**src/rtl/count_down_sequencer_if.sv**
```systemverilog
// Control/counter-facing signal bundle for the count-down start sequencer.
interface count_down_sequencer_if #(
  parameter int unsigned WIDTH = 4
);
  logic             go;
  logic             stop;
  logic             abort;
  logic             clear_err;
  logic [WIDTH-1:0] count_down_in;
  logic             count_down_start;
  logic             busy;
  logic             done;
  logic             err;
  logic [7:0]       runs;

  // Environment side: drives control and the counter value, observes status.
  modport master (
    output go, stop, abort, clear_err, count_down_in,
    input  count_down_start, busy, done, err, runs
  );

  // Sequencer side.
  modport slave (
    input  go, stop, abort, clear_err, count_down_in,
    output count_down_start, busy, done, err, runs
  );
endinterface

```
**src/rtl/count_down_sequencer.sv**
```systemverilog
// Issues a one-cycle start pulse to a count-down counter, then watches its
// value leave zero and return to zero. Reports done, sticky timeout error
// and a saturating completed-run count. All outputs are registered.
module count_down_sequencer #(
  parameter int unsigned WIDTH       = 4,
  parameter int unsigned GAP         = 3,
  parameter int unsigned TIMEOUT     = 20,
  parameter int unsigned AUTO_REPEAT = 0
) (
  input  logic                   clk,
  input  logic                   areset_n,
  count_down_sequencer_if.slave  bus
);

  localparam int unsigned GAP_W = (GAP > 1) ? $clog2(GAP) : 1;
  localparam int unsigned TO_W  = $clog2(TIMEOUT + 1);

  localparam logic [GAP_W-1:0] GAP_LAST = GAP_W'((GAP > 0) ? GAP - 1 : 0);
  localparam logic [TO_W-1:0]  TO_LAST  = TO_W'(TIMEOUT - 1);
  localparam logic [TO_W-1:0]  TO_MAX   = TO_W'(TIMEOUT);
  localparam logic [WIDTH-1:0] ZERO     = '0;

  typedef enum logic [2:0] {
    S_IDLE,
    S_GAP,
    S_PULSE,
    S_ARM,
    S_RUN,
    S_DONE,
    S_ERR
  } state_e;

  state_e           state_q, state_d;
  logic [GAP_W-1:0] gap_q, gap_d;
  logic [TO_W-1:0]  to_q, to_d;
  logic [7:0]       runs_q, runs_d;
  logic             start_q, start_d;
  logic             busy_q, busy_d;
  logic             done_q, done_d;
  logic             err_q, err_d;

  logic             cd_zero;
  logic             to_hit;
  logic [TO_W-1:0]  to_inc;

  assign cd_zero = (bus.count_down_in == ZERO);
  assign to_hit  = (to_q >= TO_LAST);
  assign to_inc  = (to_q == TO_MAX) ? to_q : to_q + TO_W'(1);

  // State, counters and registered Moore outputs.
  always_ff @(posedge clk or negedge areset_n) begin
    if (!areset_n) begin
      state_q <= S_IDLE;
      gap_q   <= '0;
      to_q    <= '0;
      runs_q  <= '0;
      start_q <= 1'b0;
      busy_q  <= 1'b0;
      done_q  <= 1'b0;
      err_q   <= 1'b0;
    end else begin
      state_q <= state_d;
      gap_q   <= gap_d;
      to_q    <= to_d;
      runs_q  <= runs_d;
      start_q <= start_d;
      busy_q  <= busy_d;
      done_q  <= done_d;
      err_q   <= err_d;
    end
  end

  // Next-state, counter update and output decode of the next state.
  always_comb begin
    state_d = state_q;
    gap_d   = '0;
    to_d    = '0;
    runs_d  = runs_q;
    start_d = 1'b0;
    busy_d  = 1'b0;
    done_d  = 1'b0;
    err_d   = 1'b0;

    unique case (state_q)
      S_IDLE: begin
        if (bus.go) begin
          state_d = (GAP == 0) ? S_PULSE : S_GAP;
        end
      end
      S_GAP: begin
        if (bus.abort) begin
          state_d = S_IDLE;
        end else if (gap_q == GAP_LAST) begin
          state_d = S_PULSE;
        end else begin
          gap_d = gap_q + GAP_W'(1);
        end
      end
      S_PULSE: begin
        state_d = bus.abort ? S_IDLE : S_ARM;
      end
      S_ARM: begin
        to_d = to_inc;
        if (bus.abort) begin
          state_d = S_IDLE;
        end else if (!cd_zero) begin
          state_d = S_RUN;
        end else if (to_hit) begin
          state_d = S_ERR;
        end
      end
      S_RUN: begin
        to_d = to_inc;
        if (bus.abort) begin
          state_d = S_IDLE;
        end else if (cd_zero) begin
          state_d = S_DONE;
        end else if (to_hit) begin
          state_d = S_ERR;
        end
      end
      S_DONE: begin
        if (bus.abort) begin
          state_d = S_IDLE;
        end else if ((AUTO_REPEAT != 0) && !bus.stop) begin
          state_d = (GAP == 0) ? S_PULSE : S_GAP;
        end else begin
          state_d = S_IDLE;
        end
      end
      S_ERR: begin
        if (bus.clear_err) begin
          state_d = S_IDLE;
        end
      end
      default: begin
        state_d = S_IDLE;
      end
    endcase

    // DONE lasts one cycle, so entering it counts exactly one run.
    if ((state_d == S_DONE) && (runs_q != 8'hFF)) begin
      runs_d = runs_q + 8'd1;
    end

    start_d = (state_d == S_PULSE);
    busy_d  = (state_d == S_GAP) || (state_d == S_PULSE) ||
              (state_d == S_ARM) || (state_d == S_RUN);
    done_d  = (state_d == S_DONE);
    err_d   = (state_d == S_ERR);
  end

  assign bus.count_down_start = start_q;
  assign bus.busy             = busy_q;
  assign bus.done             = done_q;
  assign bus.err              = err_q;
  assign bus.runs             = runs_q;

endmodule

```
**src/flat_wrapper.sv**
```systemverilog
// flat-port wrapper written by rule: the top's interface ports become plain ports
module count_down_sequencer_flat 
#(
  parameter int unsigned WIDTH       = 4,
  parameter int unsigned GAP         = 3,
  parameter int unsigned TIMEOUT     = 20,
  parameter int unsigned AUTO_REPEAT = 0
)
  (clk, areset_n, bus_go, bus_stop, bus_abort, bus_clear_err, bus_count_down_in, bus_count_down_start, bus_busy, bus_done, bus_err, bus_runs);
  count_down_sequencer_if #(.WIDTH(WIDTH)) bus_i ();
  input  logic clk;
  input  logic areset_n;
  input wire logic [$bits(bus_i.go)-1:0] bus_go;
  input wire logic [$bits(bus_i.stop)-1:0] bus_stop;
  input wire logic [$bits(bus_i.abort)-1:0] bus_abort;
  input wire logic [$bits(bus_i.clear_err)-1:0] bus_clear_err;
  input wire logic [$bits(bus_i.count_down_in)-1:0] bus_count_down_in;
  output wire logic [$bits(bus_i.count_down_start)-1:0] bus_count_down_start;
  output wire logic [$bits(bus_i.busy)-1:0] bus_busy;
  output wire logic [$bits(bus_i.done)-1:0] bus_done;
  output wire logic [$bits(bus_i.err)-1:0] bus_err;
  output wire logic [$bits(bus_i.runs)-1:0] bus_runs;
  assign bus_i.go = bus_go;
  assign bus_i.stop = bus_stop;
  assign bus_i.abort = bus_abort;
  assign bus_i.clear_err = bus_clear_err;
  assign bus_i.count_down_in = bus_count_down_in;
  assign bus_count_down_start = bus_i.count_down_start;
  assign bus_busy = bus_i.busy;
  assign bus_done = bus_i.done;
  assign bus_err = bus_i.err;
  assign bus_runs = bus_i.runs;
  count_down_sequencer #(.WIDTH(WIDTH), .GAP(GAP), .TIMEOUT(TIMEOUT), .AUTO_REPEAT(AUTO_REPEAT)) u_core (.clk(clk), .areset_n(areset_n), .bus(bus_i));
endmodule
```
**config.mk**
```make
export PLATFORM = sky130hd
export DESIGN_NAME = count_down_sequencer_flat
export DESIGN_NICKNAME = d
export VERILOG_FILES = /design/src/rtl/count_down_sequencer_if.sv /design/src/rtl/count_down_sequencer.sv /design/src/flat_wrapper.sv
export SDC_FILE = /design/constraint.sdc
export NUM_CORES = 1
export LEC_CHECK = 0
export ABC_AREA = 1
export ABC_CLOCK_PERIOD_IN_PS = 1900
export CORE_ASPECT_RATIO = 0.9
export CORE_MARGIN = 2
export CORE_UTILIZATION = 54
export CTS_BUF_LIST = sky130_fd_sc_hd__clkbuf_8
export DETAILED_ROUTE_END_ITERATION = 6
export GPL_ROUTABILITY_DRIVEN = 0
export PLACE_DENSITY = 0.81
export SLEW_MARGIN = 25
export SYNTH_ARGS = -nofsm -noshare
export SYNTH_HDL_FRONTEND = slang
export SYNTH_SLANG_ARGS = --single-unit
```
**constraint.sdc**
```tcl
create_clock -name clk -period 1.9 [get_ports clk]
set_clock_uncertainty 0.05 [all_clocks]
set_input_delay 0.19 -clock clk [delete_from_list [all_inputs] [get_ports clk]]
set_output_delay 0.19 -clock clk [all_outputs]
set_load 0.005 [all_outputs]
```
[After elaboration in Yosys (flattened, before gate mapping)]
Cells that the tools add are included.
Cells by class
  shifts and indexed selects: 0
  reduce and logical (&&, ||, !) cells: 7
  order comparisons: 1
  eq/ne operators: 15
  divide/modulo/power cells: 0
  bitwise gates (word level): 0
  multiplexer cells: 16
  $mul: 0
  add/sub/neg operators: 3
Operator list (number)
  $mux 3: 9
  $pmux 3 s6: 1
  $eq 3x3->1 const B: 5
  $eq 3x2->1 const B: 4
  $mux 5: 2
  $add 8x1->8 const B: 1
  $mux 2: 4
  $ne 8x8->1 const B: 1
  $eq 3x1->1 const B: 2
  $add 5x1->5 const B: 1
  $eq 5x5->1 const B: 1
  $ge 5x5->1 const B: 1
  $logic_not 4->1: 1
  $logic_not 3->1: 1
  $logic_or 1x1->1: 3
  $add 2x1->2 const B: 1
  $eq 2x2->1 const B: 1
  $ne 2x2->1 const B: 1
  $reduce_or 2->1: 1
  $logic_and 1x1->1: 1
Word-level totals
  output and inout port bits: 12
  ROM bits: 0
  RAM bits: 0
  memories kept: 0
  input port bits: 10
  latch bits: 0
  bits in registers: 22

[Longest topological paths before layout]
Gate-level depths: netlist (run 1).
  depth after elaboration: 9
  depth in mapped cells: 11
  depth with buffers taken out: 11

[Least setup slack after synthesis (run 1)]
No wires, ideal clock.
  path kind: register to register
  start: register u_core.to_q[0]
  end: register u_core.runs_q[5], in the netlist u_core.bus.runs[5]
  setup slack: 0.226 ns
  required time: 1.729 ns
  clock period less this slack: 1.674 ns
  data arrival time: 1.503 ns
  cell stages (with the launch flop): 11
  setup time: 0.121 ns
  buffers on the path: 1
  cell sequence: dfrtp_1 -> ha_1 -> nor2_2 -> nand3_2 -> nand2_4 -> nand2_2 -> a21oi_2 -> nand3_2 -> buf_6 -> nand2_1 -> o21ai_2
Between the ends
  cells in the longest elaborated chain, start to end: 7
RTL lines
  from (decl): line count_down_sequencer.sv:35  | logic [TO_W-1:0] to_q, to_d;
  from (signal assigned): line count_down_sequencer.sv:64  | to_q <= to_d;
  $ge 5x5->1 *: line count_down_sequencer.sv:47  | assign to_hit = (to_q >= TO_LAST);
  $mux 3 *: line count_down_sequencer.sv:108, count_down_sequencer.sv:118
  $mux 3, on equally long branches: line count_down_sequencer.sv:116, count_down_sequencer.sv:106
  $mux 3, on equally long branches: line count_down_sequencer.sv:114, count_down_sequencer.sv:104
  $pmux 3 s6 *: line count_down_sequencer.sv:84  | unique case (state_q)
  $eq 3x3->1 *: line count_down_sequencer.sv:142  | if ((state_d == S_DONE) && (runs_q != 8'hFF)) begin
  $logic_and 1x1->1 *: line count_down_sequencer.sv:142
  to (signal assigned): line count_down_sequencer.sv:65  | runs_q <= runs_d;
  to (decl): line count_down_sequencer.sv:36  | logic [7:0] runs_q, runs_d;
Mark *: on every way between the ends. The rest lies on a longest branch, timed or not.
A chain may end at the register's enable or synchronous reset.

[Final worst setup path (run 1)]
  start: register u_core.to_q[0]
  end: register u_core.runs_q[0], in the netlist u_core.bus.runs[0]
The elaborated chain is that of the path after synthesis.

==> results of run 1 <==
==> layer usage <==
layer | track usage (%) | vias to the layer above
met3 | 5.93 | 9
met1 | 22.5 | 485
met2 | 33.5 | 31
met5 | 0 | -
met4 | 4.88 | 0
li1 | - | 547
==> what timing repair did <==
| action | CTS | global route |
|---|---|---|
| gates resized for setup | 0 | 2 |
| setup buffers | 0 | 1 |
| setup endpoints to repair | 0 | 8 |
==> worst max-delay path, cell delays in order (launching register included) <==
cell and delay (ns):
dfrtp_2 0.44, ha_1 0.23, nor2_2 0.14, nand3_2 0.09, nand2_4 0.09, nand2_2 0.06
a21oi_2 0.17, nand3_2 0.08, buf_6 0.16, xor2_1 0.14
==> logic make-up (layout without fill, tap and decap cells) <==
kind of cell	Yosys count	count (layout)	share of synthesized area [%]
AOI/OAI and AO/OA	15	15	8.56
xor gates and xnor gates	9	9	6.06
adders and majority gates	3	3	2.88
buffers and inverters	28	53	8.65
DFF	22	22	42.3
and+or+nand+nor	80	80	31.5
==> Yosys cell counts <==
cell | n | area share [%]
nand2_1 | 32 | 9.2
dfrtp_1 | 22 | 42
inv_1 | 22 | 6.3
nor2_1 | 15 | 4.3
nand3_1 | 11 | 4.2
o21ai_2 | 7 | 4.7
xor2_1 | 6 | 4.0
inv_2 | 5 | 1.4
nand2_2 | 5 | 2.4
nand3_2 | 4 | 3.1
ha_1 | 3 | 2.9
nand4_1 | 3 | 1.4
xnor2_1 | 3 | 2.0
a21oi_1 | 2 | 0.77
a21oi_2 | 2 | 1.3
nand2_4 | 2 | 1.7
nor2_4 | 2 | 1.7
nor4_1 | 2 | 0.96
o21ai_1 | 2 | 0.77
and2_1 | 1 | 0.48
buf_6 | 1 | 0.87
nand3b_1 | 1 | 0.58
nor2_2 | 1 | 0.48
o211ai_1 | 1 | 0.58
o21ai_0 | 1 | 0.38
or3_4 | 1 | 0.87
==> sequential cells by signal, indices dropped and copies added, names as in the netlist <==
| name | flops |
|---|---|
| u_core.bus.err | 1 |
| u_core.bus.runs | 8 |
| u_core.bus.count_down_start | 1 |
| u_core.to_q | 5 |
| u_core.bus.busy | 1 |
| u_core.bus.done | 1 |
| u_core.state_q | 3 |
| u_core.gap_q | 2 |
==> final cells by class <==
class / count / area share [%]
Multi-Input combinational cell: 107 / 40.1
Sequential cell: 22 / 34.6
Timing Repair Buffer: 23 / 14.2
Inverter: 27 / 6.36
Clock buffer: 3 / 2.59
Tap cell: 27 / 2.12
==> worst max path at each step <==
stage | startpoint | endpoint | slack [ns] | cells after the start
2_1_floorplan | u_core.to_q[0] | u_core.bus.runs[5] | 0.23 | 10
3_3_place_gp | u_core.to_q[0] | u_core.bus.runs[0] | 0.16 | 9
3_5_place_dp | u_core.to_q[0] | u_core.bus.runs[0] | 0.1 | 9
4_1_cts | u_core.to_q[0] | u_core.bus.runs[0] | 0.08 | 9
5_1_grt | u_core.to_q[0] | u_core.bus.runs[0] | 0.02 | 9
6_report | u_core.to_q[0] | u_core.bus.runs[0] | 0.13 | 9
==> metrics by stage <==
| step | setup WS [ns] | utilization [%] | hold WS, ns |
|---|---|---|---|
| 6_report | 0.130 | 71.7 | 0.209 |
| 5_1_grt | 0.0218 | 71.7 | 0.256 |
| 4_1_cts | 0.0845 | 71.1 | 0.220 |
| 3_5_place_dp | 0.100 | 69.3 | 0.418 |
| 3_3_place_gp | 0.164 | 69.3 | 0.396 |
| 2_1_floorplan | 0.226 | - | -0.156 |
==> where the power goes <==
| part | internal [mW] | leakage [nW] | switching, mW | total [mW] |
|---|---|---|---|---|
| logic | 0.0698 | 0.453 | 0.0832 | 0.153 |
| clock network | 0.142 | 0.0216 | 0.147 | 0.289 |
| registers | 0.489 | 0.296 | 0.0221 | 0.511 |
==> summary.txt, run 1 <==
CP Capture Type -> register
Core Area -> 2220 sq um
CTS buffer count -> 3
largest net degree at the start of global routing -> 23
fraction of layout cells with a size suffix above 1 -> 19.8%
Seq/Total Area, Yosys -> 42.3%
nets -> 197
H-Tree Level Count -> 1
Die H -> 50.6 microns
Max Cap Viol -> 0
critical path type -> reg2reg
Worst Tran Pin Value -> 0.280 ns
Fin. Hold Viols -> 0
VDD IR-drop max -> 0.532 mV
WL met2 -> 1110 microns
reg2reg start -> u_core.to_q[0]
Placed Area -> 1540 sq um
Tcrit/Tclk final -> 93.1%
R2R Path End -> u_core.bus.runs[0]
Crit Path Max Fanout -> 15
DR WL met3 -> 136 microns
post-route cell area -> 1590 sq um
DIE AREA -> 2820 sq um
row count -> 16
Multi-input gate area -> 638 sq um
Period minus WS final -> 1.77 ns
CTS Sinks -> 22
Initial Util -> 58.6%
vias per cell -> 5.13
first-pass GRT wire length -> 4200 microns
setup slack, reg-to-reg -> 0.13 ns
max_slew headroom -> 81.4%
worst hold-check path type -> in2async
clock-pin slew on the worst setup and hold paths -> 0.08 ns
RSZ-0062 raised after global routing -> no
First-pass DRT Iterations -> 4
Startpoint Class -> register
pwr/cell area -> 598 nW/um^2
clock latency on the worst-skew pair -> 0.26 ns
Fmax -> 0.565 GHz
vias in the first global route -> 994
Synth cell types -> 26
run status -> complete, no violations
Max Slew Vio Count -> 0
DR WL/cell -> 11.4 microns
final-layout fill cell count -> 182
area delta synth->final -> 22.4%
max layer used -> met4
Die X -> 55.7 microns
initial antenna violation count -> 0
WP data arrival -> 1.87 ns
post-DP HPWL -> 1840 microns
syn nets -> 170
Post-Syn Instances -> 157
YS warnings -> 0
commonest non-fill, non-tap cell in the layout -> nand2_1
setup_tns -> 0 ns
fin cells -> 209
Avg Inst Size Synth -> 8.29 sq um
R2R depth -> 9
P_leak -> 0.771 nW
port bufs -> 20
Final Setup Violations -> 0
ANT cells -> 0
CTS hold repair buffers -> 0
via count of the routed design -> 1072
Placed Instances -> 205
commonest cells after routing, fill and taps aside -> nand2_1, inv_1, dfrtp_1
Seq cells post-synth -> 22
first-iteration detailed-routing DRC count -> 14
TritonCTS clock tree -> yes
GRT Resource Usage Total -> 19.0%
I/O pin cnt -> 22
required time of the critical path -> 2.00 ns
synthesized area -> 1300 sq um
Storage cell area -> 552 sq um
post-route antenna net violation count -> 0
Residual DRC -> 0
grt total ovfl -> 0
total power -> 0.953 mW
WL met1 -> 1090 microns
CTS Buffer Depth -> 2
drt total wl -> 2380 microns
Root Driver -> clkbuf_8
No activity file was read; power rests on OpenSTA's default activity.
==> run 2: changes to the inputs <==
--- a/config.mk
+++ b/config.mk
@@ -7,7 +7,7 @@
 export LEC_CHECK = 0
 export ABC_AREA = 1
 export ABC_CLOCK_PERIOD_IN_PS = 1900
-export CORE_ASPECT_RATIO = 0.9
+export CORE_ASPECT_RATIO = 1.75
 export CORE_MARGIN = 2
 export CORE_UTILIZATION = 54
 export CTS_BUF_LIST = sky130_fd_sc_hd__clkbuf_8
==> summary.txt, run 2 (synthesized netlist as in run 1, its figures left out) <==
run status -> complete, no violations (unchanged)
first-pass GRT wire length -> 4610 microns (was 4200 microns)
commonest cells after routing, fill and taps aside -> nand2_1, inv_1, dfrtp_1 (unchanged)
P_leak -> 0.786 nW (was 0.771 nW)
first-iteration detailed-routing DRC count -> 17 (was 14)
Initial Util -> 56.5% (was 58.6%)
row count -> 23 (was 16)
CP Capture Type -> register (unchanged)
Slowest cell on crit path -> dfrtp_1 (was dfrtp_2)
Period minus WS final -> 1.77 ns (about the same)
clock-pin slew on the worst setup and hold paths -> 0.08 ns (about the same)
CTS Sinks -> 22 (unchanged)
required time of the critical path -> 2.01 ns (was 2.00 ns)
ANT cells -> 0 (unchanged)
via count of the routed design -> 1100 (was 1072)
initial antenna violation count -> 0 (unchanged)
First-pass DRT Iterations -> 4 (unchanged)
Crit Path Max Fanout -> 8 (was 15)
max reg flops -> 8 (unchanged)
CTS Buffer Depth -> 2 (unchanged)
post-DP HPWL -> 2020 microns (was 1840 microns)
DIE AREA -> 2830 sq um (was 2820 sq um)
grt met3 use -> 1.92% (was 5.93%)
vias in the first global route -> 1100 (was 994)
I/O pin cnt -> 22 (unchanged)
critical path, cell by cell -> ha_1 -> nor2_2 -> nand3_2 -> nand2_4 -> nand2_2 -> a21oi_4 -> nand3_4 -> xor2_1 (was ha_1 -> nor2_2 -> nand3_2 -> nand2_4 -> nand2_2 -> a21oi_2 -> nand3_2 -> buf_6 -> xor2_1)
CTS hold repair buffers -> 0 (unchanged)
post-route antenna net violation count -> 0 (unchanged)
H-Tree Level Count -> 1 (unchanged)
Core Area -> 2300 sq um (was 2220 sq um)
Residual DRC -> 0 (unchanged)
post-route setup slack -> 0.126 ns (was 0.130 ns)
RSZ-0062 raised after global routing -> no (unchanged)
max_slew headroom -> 81.2% (was 81.4%)
Critical Path Max Stage Delay -> 0.43 ns (was 0.44 ns)
Final Setup Violations -> 0 (unchanged)
Root Driver -> clkbuf_8 (unchanged)
GRT Resource Usage Total -> 23.8% (was 19.0%)
vias per cell -> 5.26 (was 5.13)
pwr/cell area -> 678 nW/um^2 (was 598 nW/um^2)
TritonCTS clock tree -> yes (unchanged)
Startpoint Class -> register (unchanged)
fin cells -> 209 (unchanged)
CTS buffer count -> 3 (unchanged)
drt total wl -> 2820 microns (was 2380 microns)
Placed Area -> 1540 sq um (about the same)
Max Slew Vio Count -> 0 (unchanged)
port bufs -> 20 (unchanged)
Tcrit/Tclk final -> 93.4% (was 93.1%)
Fmax -> 0.564 GHz (was 0.565 GHz)
largest net degree at the start of global routing -> 23 (unchanged)
Worst Tran Pin Value -> 0.282 ns (was 0.280 ns)
met1 Use GR -> 24.6% (was 22.5%)
fraction of layout cells with a size suffix above 1 -> 20.7% (was 19.8%)
gr busiest metal -> met2 (unchanged)
Max Cap Viol -> 0 (unchanged)
total power -> 1.12 mW (was 0.953 mW)
VDD IR-drop max -> 0.616 mV (was 0.532 mV)
Post-Place Worst Slack -> -0.0613 ns (was 0.100 ns)
DR WL/cell -> 13.5 microns (was 11.4 microns)
clock latency on the worst-skew pair -> 0.27 ns (was 0.26 ns)
post-route cell area -> 1650 sq um (was 1590 sq um)
final-layout fill cell count -> 185 (was 182)
met2 Resource Use GR -> 44.9% (was 33.5%)
nets -> 198 (was 197)
Die X -> 41.1 microns (was 55.7 microns)
area delta synth->final -> 26.7% (was 22.4%)
grt total ovfl -> 0 (unchanged)
commonest non-fill, non-tap cell in the layout -> nand2_1 (unchanged)
WP data arrival -> 1.88 ns (was 1.87 ns)
Fin. Hold Viols -> 0 (unchanged)
Placed Instances -> 203 (was 205)
worst hold-check path type -> in2async (unchanged)
Die H -> 68.9 microns (was 50.6 microns)
critical path type -> reg2reg (unchanged)
run 2: changes by cell type in the layout (fill, tap and decap cells not counted):
cell,previous run,this run
buf_6,1,0
buf_4,2,3
nand3_4,0,2
nand3_2,4,3
bufinv_16,0,1
a21oi_2,2,1
a21oi_4,0,1
run 2: final cells by class:
cell class                 count  area, sq um  area share [%]
inverter                      27          101            6.15
tap                           25         31.3            1.90
clock buffer                   3         41.3            2.50
clock inverter                 1         30.0            1.82
sequential                    22          552            33.5
multi-input combinational    108          671            40.7
timing repair buffer          23          223            13.5
run 2: critical path: cells and delay by family (launching register included):
kind / cells / cell delay, ns
adders and majority gates: 1 / 0.22
and+or+nand+nor: 5 / 0.54
DFF: 1 / 0.43
AOI/OAI and AO/OA: 1 / 0.24
xor gates and xnor gates: 1 / 0.17
run 2: final timing paths:
kind	startpoint	end	slack, ns	depth (start not counted)
worst max-delay path	u_core.to_q[1]	u_core.bus.runs[0]	0.13	8
worst min-delay path	areset_n	u_core.to_q[2]	0.21	2
worst max register to register	u_core.to_q[1]	u_core.bus.runs[0]	0.13	8
worst min register to register	u_core.gap_q[0]	u_core.gap_q[0]	0.42	1
max in group asynchronous	areset_n	u_core.to_q[0]	1.35	2
min in group clk	u_core.gap_q[0]	u_core.gap_q[0]	0.42	1
run 2: power breakdown:
group	total [mW]	internal [mW]	switching (mW)
combinational	0.164	0.0726	0.0919
sequential	0.513	0.489	0.0242
clock	0.440	0.282	0.159
run 2: timing repair:
item,4_1_cts,5_1_grt
pin swaps,0,2
resized for setup,1,3
setup buffers,0,1
setup endpoints to repair,8,8
cloned,0,1
run 2: stage by stage:
step	hold WS, ns	setup TNS, ns	util (%)
floorplan	-0.156	0	-
global placement	0.399	0	66.7
detailed placement	0.408	-0.358	66.7
CTS	0.225	0	70.2
global route	0.253	0	71.6
finish	0.214	0	71.6
run 2: metal layers:
| metal | vias to the layer above | part of all wire (%) |
|---|---|---|
| li1 | 551 | - |
| met1 | 527 | 36 |
| met2 | 17 | 60 |
| met3 | 5 | 2.3 |
| met4 | 0 | 1.5 |
| met5 | - | 0 |
